===== src/rtl/mem_arbiter_pkg.sv =====
// Shared constants and types for the RAM arbiter: default geometry, FSM states
// and requester ids (bit positions of the one-hot grant vector).
package mem_arbiter_pkg;

  localparam int unsigned DEF_DEPTH = 4096;
  localparam int unsigned DEF_IDX_W = 12;
  localparam logic [31:0] DEF_ENTRY = 32'h8000_0000;
  localparam int unsigned N_REQ     = 3;

  typedef enum logic [1:0] {
    ST_IDLE   = 2'd0,
    ST_ACCESS = 2'd1,
    ST_DONE   = 2'd2
  } state_t;

  typedef enum logic [1:0] {
    ID_LD = 2'd0,
    ID_D  = 2'd1,
    ID_F  = 2'd2
  } req_id_t;

  // Word offset from the RAM base; addresses below the base wrap to huge values.
  function automatic logic [31:0] word_off(input logic [31:0] addr, input logic [31:0] entry);
    return (addr - entry) >> 2;
  endfunction

endpackage


===== src/rtl/mem_arbiter_pick.sv =====
// Three-way requester selector producing a one-hot grant. Loader always wins;
// d vs f is round-robin when MEM_ARB_RR_EN is defined, else d has fixed priority.
module arb_pick
  import mem_arbiter_pkg::*;
(
  input  logic             clk,
  input  logic             reset,
  input  logic             ld_req,
  input  logic             d_req,
  input  logic             f_req,
  input  logic             advance,
  output logic [N_REQ-1:0] grant
);

`ifdef MEM_ARB_RR_EN
  logic prio_f;

  // Pointer moves to the loser of each d/f grant so held requests alternate.
  always_ff @(posedge clk or negedge reset) begin
    if (!reset) begin
      prio_f <= 1'b1;
    end else if (advance) begin
      if (grant[ID_D])      prio_f <= 1'b1;
      else if (grant[ID_F]) prio_f <= 1'b0;
    end
  end

  always_comb begin
    grant = '0;
    if (ld_req)              grant[ID_LD] = 1'b1;
    else if (d_req && f_req) grant[prio_f ? ID_F : ID_D] = 1'b1;
    else if (d_req)          grant[ID_D] = 1'b1;
    else if (f_req)          grant[ID_F] = 1'b1;
  end
`else
  logic unused_rr;
  assign unused_rr = ^{clk, reset, advance};

  always_comb begin
    grant = '0;
    if (ld_req)     grant[ID_LD] = 1'b1;
    else if (d_req) grant[ID_D]  = 1'b1;
    else if (f_req) grant[ID_F]  = 1'b1;
  end
`endif

endmodule


===== src/rtl/mem_arbiter.sv =====
// Single-port RAM arbiter for loader, CPU data and CPU fetch (IDLE->ACCESS->DONE).
// Optional round-robin d/f arbitration via the MEM_ARB_RR_EN macro.
module mem_arbiter
  import mem_arbiter_pkg::*;
#(
  parameter int unsigned DEPTH = DEF_DEPTH,
  parameter int unsigned IDX_W = DEF_IDX_W,
  parameter logic [31:0] ENTRY = DEF_ENTRY
) (
  input  logic             clk,
  input  logic             reset,
  input  logic             ld_req,
  input  logic [31:0]      ld_addr,
  input  logic [31:0]      ld_wdata,
  output logic             ld_ready,
  input  logic             d_req,
  input  logic             d_we,
  input  logic [31:0]      d_addr,
  input  logic [31:0]      d_wdata,
  input  logic [3:0]       d_wstrb,
  output logic [31:0]      d_rdata,
  output logic             d_ready,
  input  logic             f_req,
  input  logic [31:0]      f_addr,
  output logic [31:0]      f_rdata,
  output logic             f_ready,
  output logic             mem_en,
  output logic [3:0]       mem_we,
  output logic [IDX_W-1:0] mem_idx,
  output logic [31:0]      mem_wdata,
  input  logic [31:0]      mem_rdata,
  output logic             err
);

  state_t           state;
  logic [N_REQ-1:0] grant;
  logic [N_REQ-1:0] win_q;
  logic             rd_q;
  logic             oor_q;

  logic             sel_we;
  logic [3:0]       sel_strb;
  logic [31:0]      sel_addr;
  logic [31:0]      sel_wdata;
  logic [31:0]      sel_off;
  logic             sel_ok;

  arb_pick u_pick (
    .clk     (clk),
    .reset   (reset),
    .ld_req  (ld_req),
    .d_req   (d_req),
    .f_req   (f_req),
    .advance (state == ST_IDLE),
    .grant   (grant)
  );

  always_comb begin
    sel_we    = 1'b0;
    sel_strb  = '0;
    sel_addr  = '0;
    sel_wdata = '0;
    if (grant[ID_LD]) begin
      sel_we    = 1'b1;
      sel_strb  = '1;
      sel_addr  = ld_addr;
      sel_wdata = ld_wdata;
    end else if (grant[ID_D]) begin
      sel_we    = d_we;
      sel_strb  = d_wstrb;
      sel_addr  = d_addr;
      sel_wdata = d_wdata;
    end else if (grant[ID_F]) begin
      sel_addr  = f_addr;
    end
    sel_off = word_off(sel_addr, ENTRY);
    sel_ok  = sel_off < 32'(DEPTH);
  end

  // RAM controls are registered on entry to ACCESS, so the latched request
  // fields live directly in the mem_* output registers.
  always_ff @(posedge clk or negedge reset) begin
    if (!reset) begin
      state     <= ST_IDLE;
      win_q     <= '0;
      rd_q      <= 1'b0;
      oor_q     <= 1'b0;
      mem_en    <= 1'b0;
      mem_we    <= '0;
      mem_idx   <= '0;
      mem_wdata <= '0;
      ld_ready  <= 1'b0;
      d_ready   <= 1'b0;
      f_ready   <= 1'b0;
      err       <= 1'b0;
    end else begin
      case (state)
        ST_IDLE: begin
          if (|grant) begin
            win_q     <= grant;
            rd_q      <= !sel_we;
            oor_q     <= !sel_ok;
            mem_en    <= sel_ok;
            mem_we    <= sel_ok ? (sel_strb & {4{sel_we}}) : '0;
            mem_idx   <= sel_ok ? sel_off[IDX_W-1:0] : '0;
            mem_wdata <= (sel_ok && sel_we) ? sel_wdata : '0;
            state     <= ST_ACCESS;
          end
        end
        ST_ACCESS: begin
          mem_en    <= 1'b0;
          mem_we    <= '0;
          mem_idx   <= '0;
          mem_wdata <= '0;
          ld_ready  <= win_q[ID_LD];
          d_ready   <= win_q[ID_D];
          f_ready   <= win_q[ID_F];
          err       <= oor_q;
          state     <= ST_DONE;
        end
        ST_DONE: begin
          ld_ready <= 1'b0;
          d_ready  <= 1'b0;
          f_ready  <= 1'b0;
          err      <= 1'b0;
          state    <= ST_IDLE;
        end
        default: state <= ST_IDLE;
      endcase
    end
  end

  // RAM data only arrives during DONE, so read data is steered, not registered.
  assign d_rdata = (d_ready && rd_q && !oor_q) ? mem_rdata : '0;
  assign f_rdata = (f_ready && rd_q && !oor_q) ? mem_rdata : '0;

endmodule


===== config.mk =====
export PLATFORM = sky130hd
export DESIGN_NAME = mem_arbiter
export DESIGN_NICKNAME = d
export VERILOG_FILES = /design/src/rtl/mem_arbiter_pkg.sv /design/src/rtl/mem_arbiter_pick.sv /design/src/rtl/mem_arbiter.sv
export SDC_FILE = /design/constraint.sdc
export NUM_CORES = 1
export LEC_CHECK = 0
export CORE_AREA = 2 2 122 124
export DETAILED_ROUTE_END_ITERATION = 8
export DIE_AREA = 0 0 124 126
export PLACE_DENSITY_LB_ADDON = 0.2
export REMOVE_ABC_BUFFERS = 1
export SETUP_SLACK_MARGIN = 0.02
export SYNTH_ARGS = -nofsm -noshare
export SYNTH_HDL_FRONTEND = slang
export SYNTH_SLANG_ARGS = --single-unit

===== constraint.sdc =====
create_clock -name clk -period 5 [get_ports clk]
set_input_delay 1 -clock clk [delete_from_list [all_inputs] [get_ports clk]]
set_output_delay 1 -clock clk [all_outputs]
set_load 0.02 [all_outputs]

==> run summary <==
synthesized flop and latch total: 60
Iter 0 DRT Violations: 135
Clock Skew: 4.61 ps
post-synth design cell area: 3690 sq um
core area: 14,300 sq um
CTS Buf Count: 9
H-tree depth: 3
Die Y: 126 um
slowest CP cell: a41oi_4
final hold vios: 0
vias per cell: 4.69
met2 Use GR: 0.340
residual DRC count: 0
delay-heaviest family, CP: compound AO/OA/AOI/OAI gates
Crit Path Class: primary input to flop
Max-slew headroom: 0.253
vias in the first global route: 4,161
CP cell instances: clkdlybuf4s50_1, and2b_1, o21ai_0, a41oi_4, o31ai_1
routed wire length: 13,700 um
CP peak stage delay: 980 ps
DRT antenna net count: 0
CTS Sinks: 60
total grt overflow: 0
PwrDens: 247 nW/um^2
Avg Cell Area, Syn: 8.67 sq um
hold wc startpoint: mem_wdata[7]
TNS Setup: 0 ps
largest net degree at the start of global routing: 61
RSZ-0062 raised after global routing: no
nets@finish: 924
port bufs: 312
via count: 4,246
die area: 15,600 sq um
Tot GR Track Use: 0.174
Required @ worst endpoint: 5160 ps
Max-Cap Viols: 0
GRT Max-Usage Layer: met2
clock root buffer master: clkbuf_16
Worst Tran Pin Value: 1120 ps
clk buf depth: 2
met1 Resource Use GR: 0.171
first-pass GRT wire length: 21,000 um
leakage: 2.93 nW
# IOs: 319
CP Capture Type: flop
Post-CTS Hold Fix Bufs: 0
# setup viols final: 0
Worst-path clk slew: 50 ps
RePlAce Congestion: 0.758
DR WL/cell: 15.2 um
VDD IR max: 0.170 mV
status: finished, final reports clean
die width: 124 um
layout cells sized above 1: 0.0540
Starting Density: 0.258
postcts setup bufs: 0
worst path bufs/invs: 1
n_diodes: 0
max-slew violation count: 0
YS warnings: 0
drt first pass iters: 4
Hold Path Class: flop to flop
post-cts sizing count: 0
Syn Inst Count: 425
crit path DAT: 3670 ps
Final period util: 0.703
fin util: 0.505
critical path peak fanout: 33
hpwl dp: 10,800 um
Setup crit start: f_req
initial antenna violation count: 0
fmax: 284 MHz
met3 Resource Use GR: 0.0507
Reg-to-Reg Start: state[0]
unique cell type count in the Yosys netlist: 38
Layout Area Growth over Synthesis: 96.3%
std cell rows: 44
CP Launch Type: primary input
sequential-to-total area share from yosys stat: 0.407
worst skew pair latency: 320 ps
Tmin final: 3520 ps
clock tree from TritonCTS: yes
[worst paths after layout]
check	cells after the start	end	slack (ps)
hold / removal	2	mem_wdata[7]	470
setup reg to reg	6	mem_idx[0]	2770
min in group asynchronous	2	mem_wdata[15]	830
setup / recovery	5	mem_wdata[14]	1480
hold reg to reg	2	mem_wdata[7]	470
max in group asynchronous	2	rd_q	3660
[state kept, by name, summed over array words and instances, names as in the netlist]
name and flops:
rd_q 1, ld_ready 1, mem_wdata 32, d_ready 1, err 1, mem_we 4, win_q 3, oor_q 1
state 2, mem_en 1, f_ready 1, mem_idx 12
[report_power, final]
group	internal, mW	total, mW	leakage, nW	switching, mW
Combinational	0.261	0.600	1.97	0.338
Sequential	0.526	0.545	0.818	0.0192
Clock	0.431	0.639	0.148	0.208
Total	1.22	1.78	2.93	0.565
[metrics by stage]
| step | instances | area [sq um] | hold WS (ps) | power (mW) | worst slack, ps |
|---|---|---|---|---|---|
| finish | 906 | 7230 | 471 | 1.78 | 1480 |
| global route | 906 | 7230 | 495 | 1.89 | 1260 |
| CTS | 906 | 7230 | 477 | 1.81 | 1470 |
| detailed placement | 891 | 6930 | 465 | 1.16 | 1120 |
| global placement | 891 | 6930 | 461 | 1.15 | 1190 |
| floorplan | 388 | 3510 | 454 | 0.826 | 1970 |
[cells in the final DEF (no fill, tap or decap), drive strengths merged, types with 2 or more instances in the layout]
master         instances
a21oi                 36
a221o                 12
a32oi                  2
and2                  66
and3                  31
buf                    9
bufinv                 2
clkbuf                10
clkdlybuf4s50        310
clkinv                 2
dfrtp                 60
ha                     4
inv                    9
nand2                 58
nand3                  3
nand3b                 4
nor2                   4
nor3                   5
nor3b                  2
nor4                   6
o21ai                 38
o31ai                 33
or3                    2
[layer usage]
layer  vias to the layer above  share of wire
met5                         -              0
met4                         0          0.012
met3                        12          0.096
met2                       176           0.54
met1                      1958           0.35
li1                       2100              -
[logic make-up (layout without fill, tap and decap cells)]
kind of cell / count (synthesis) / count (layout) / share of synthesized area
simple gates: 186 / 186 / 0.277
mux: 1 / 1 / 0.00305
flops: 60 / 60 / 0.407
compound gates: 128 / 128 / 0.242
buf+inv: 46 / 343 / 0.0567
fa+ha+maj: 4 / 4 / 0.0136
[final cells by class]
cell class / instances / area, sq um
tap: 184 / 230
fill: 1351 / 7080
clock buffer: 10 / 229
timing repair buffer: 319 / 3170
sequential: 60 / 1500
inverter: 9 / 33.8
clock inverter: 5 / 77.6
multi-input combinational: 319 / 2000
[worst register-to-register path: cells and delay by family (launching register included)]
family                   cells  cell delay [ps]
adder cells (fa/ha/maj)      1              330
AO/OA/AOI/OAI                2              820
AND/OR/NAND/NOR              2              490
buffers and inverters        1               90
flip-flops                   1              350
[cells in the mapped netlist]
| master | instances | area share |
|---|---|---|
| a21oi_1 | 36 | 0.049 |
| a221o_1 | 12 | 0.033 |
| a221oi_4 | 1 | 0.0071 |
| a22o_1 | 1 | 0.0024 |
| a2bb2oi_1 | 1 | 0.0024 |
| a31oi_1 | 1 | 0.0017 |
| a32oi_2 | 2 | 0.0088 |
| a41oi_4 | 1 | 0.0075 |
| and2_1 | 66 | 0.11 |
| and2b_1 | 1 | 0.0020 |
| and3_1 | 31 | 0.053 |
| and4b_1 | 1 | 0.0027 |
| buf_1 | 3 | 0.0031 |
| buf_2 | 5 | 0.0068 |
| buf_6 | 4 | 0.012 |
| clkbuf_1 | 25 | 0.025 |
| dfrtp_1 | 60 | 0.41 |
| ha_1 | 4 | 0.014 |
| inv_1 | 9 | 0.0092 |
| mux2_2 | 1 | 0.0031 |
| nand2_1 | 57 | 0.058 |
| nand2_2 | 1 | 0.0017 |
| nand2b_1 | 1 | 0.0017 |
| nand3_1 | 3 | 0.0041 |
| nand3b_1 | 4 | 0.0081 |
| nand4_1 | 1 | 0.0017 |
| nor2_1 | 4 | 0.0041 |
| nor3_1 | 5 | 0.0068 |
| nor3b_1 | 2 | 0.0041 |
| nor4_1 | 6 | 0.010 |
| nor4b_2 | 1 | 0.0041 |
| o21a_1 | 1 | 0.0020 |
| o21ai_0 | 37 | 0.050 |
| o21ai_1 | 1 | 0.0014 |
| o22ai_1 | 1 | 0.0017 |
| o31ai_1 | 27 | 0.055 |
| o31ai_2 | 6 | 0.020 |
| or3_1 | 2 | 0.0034 |
(Power assumes the default switching activity.)
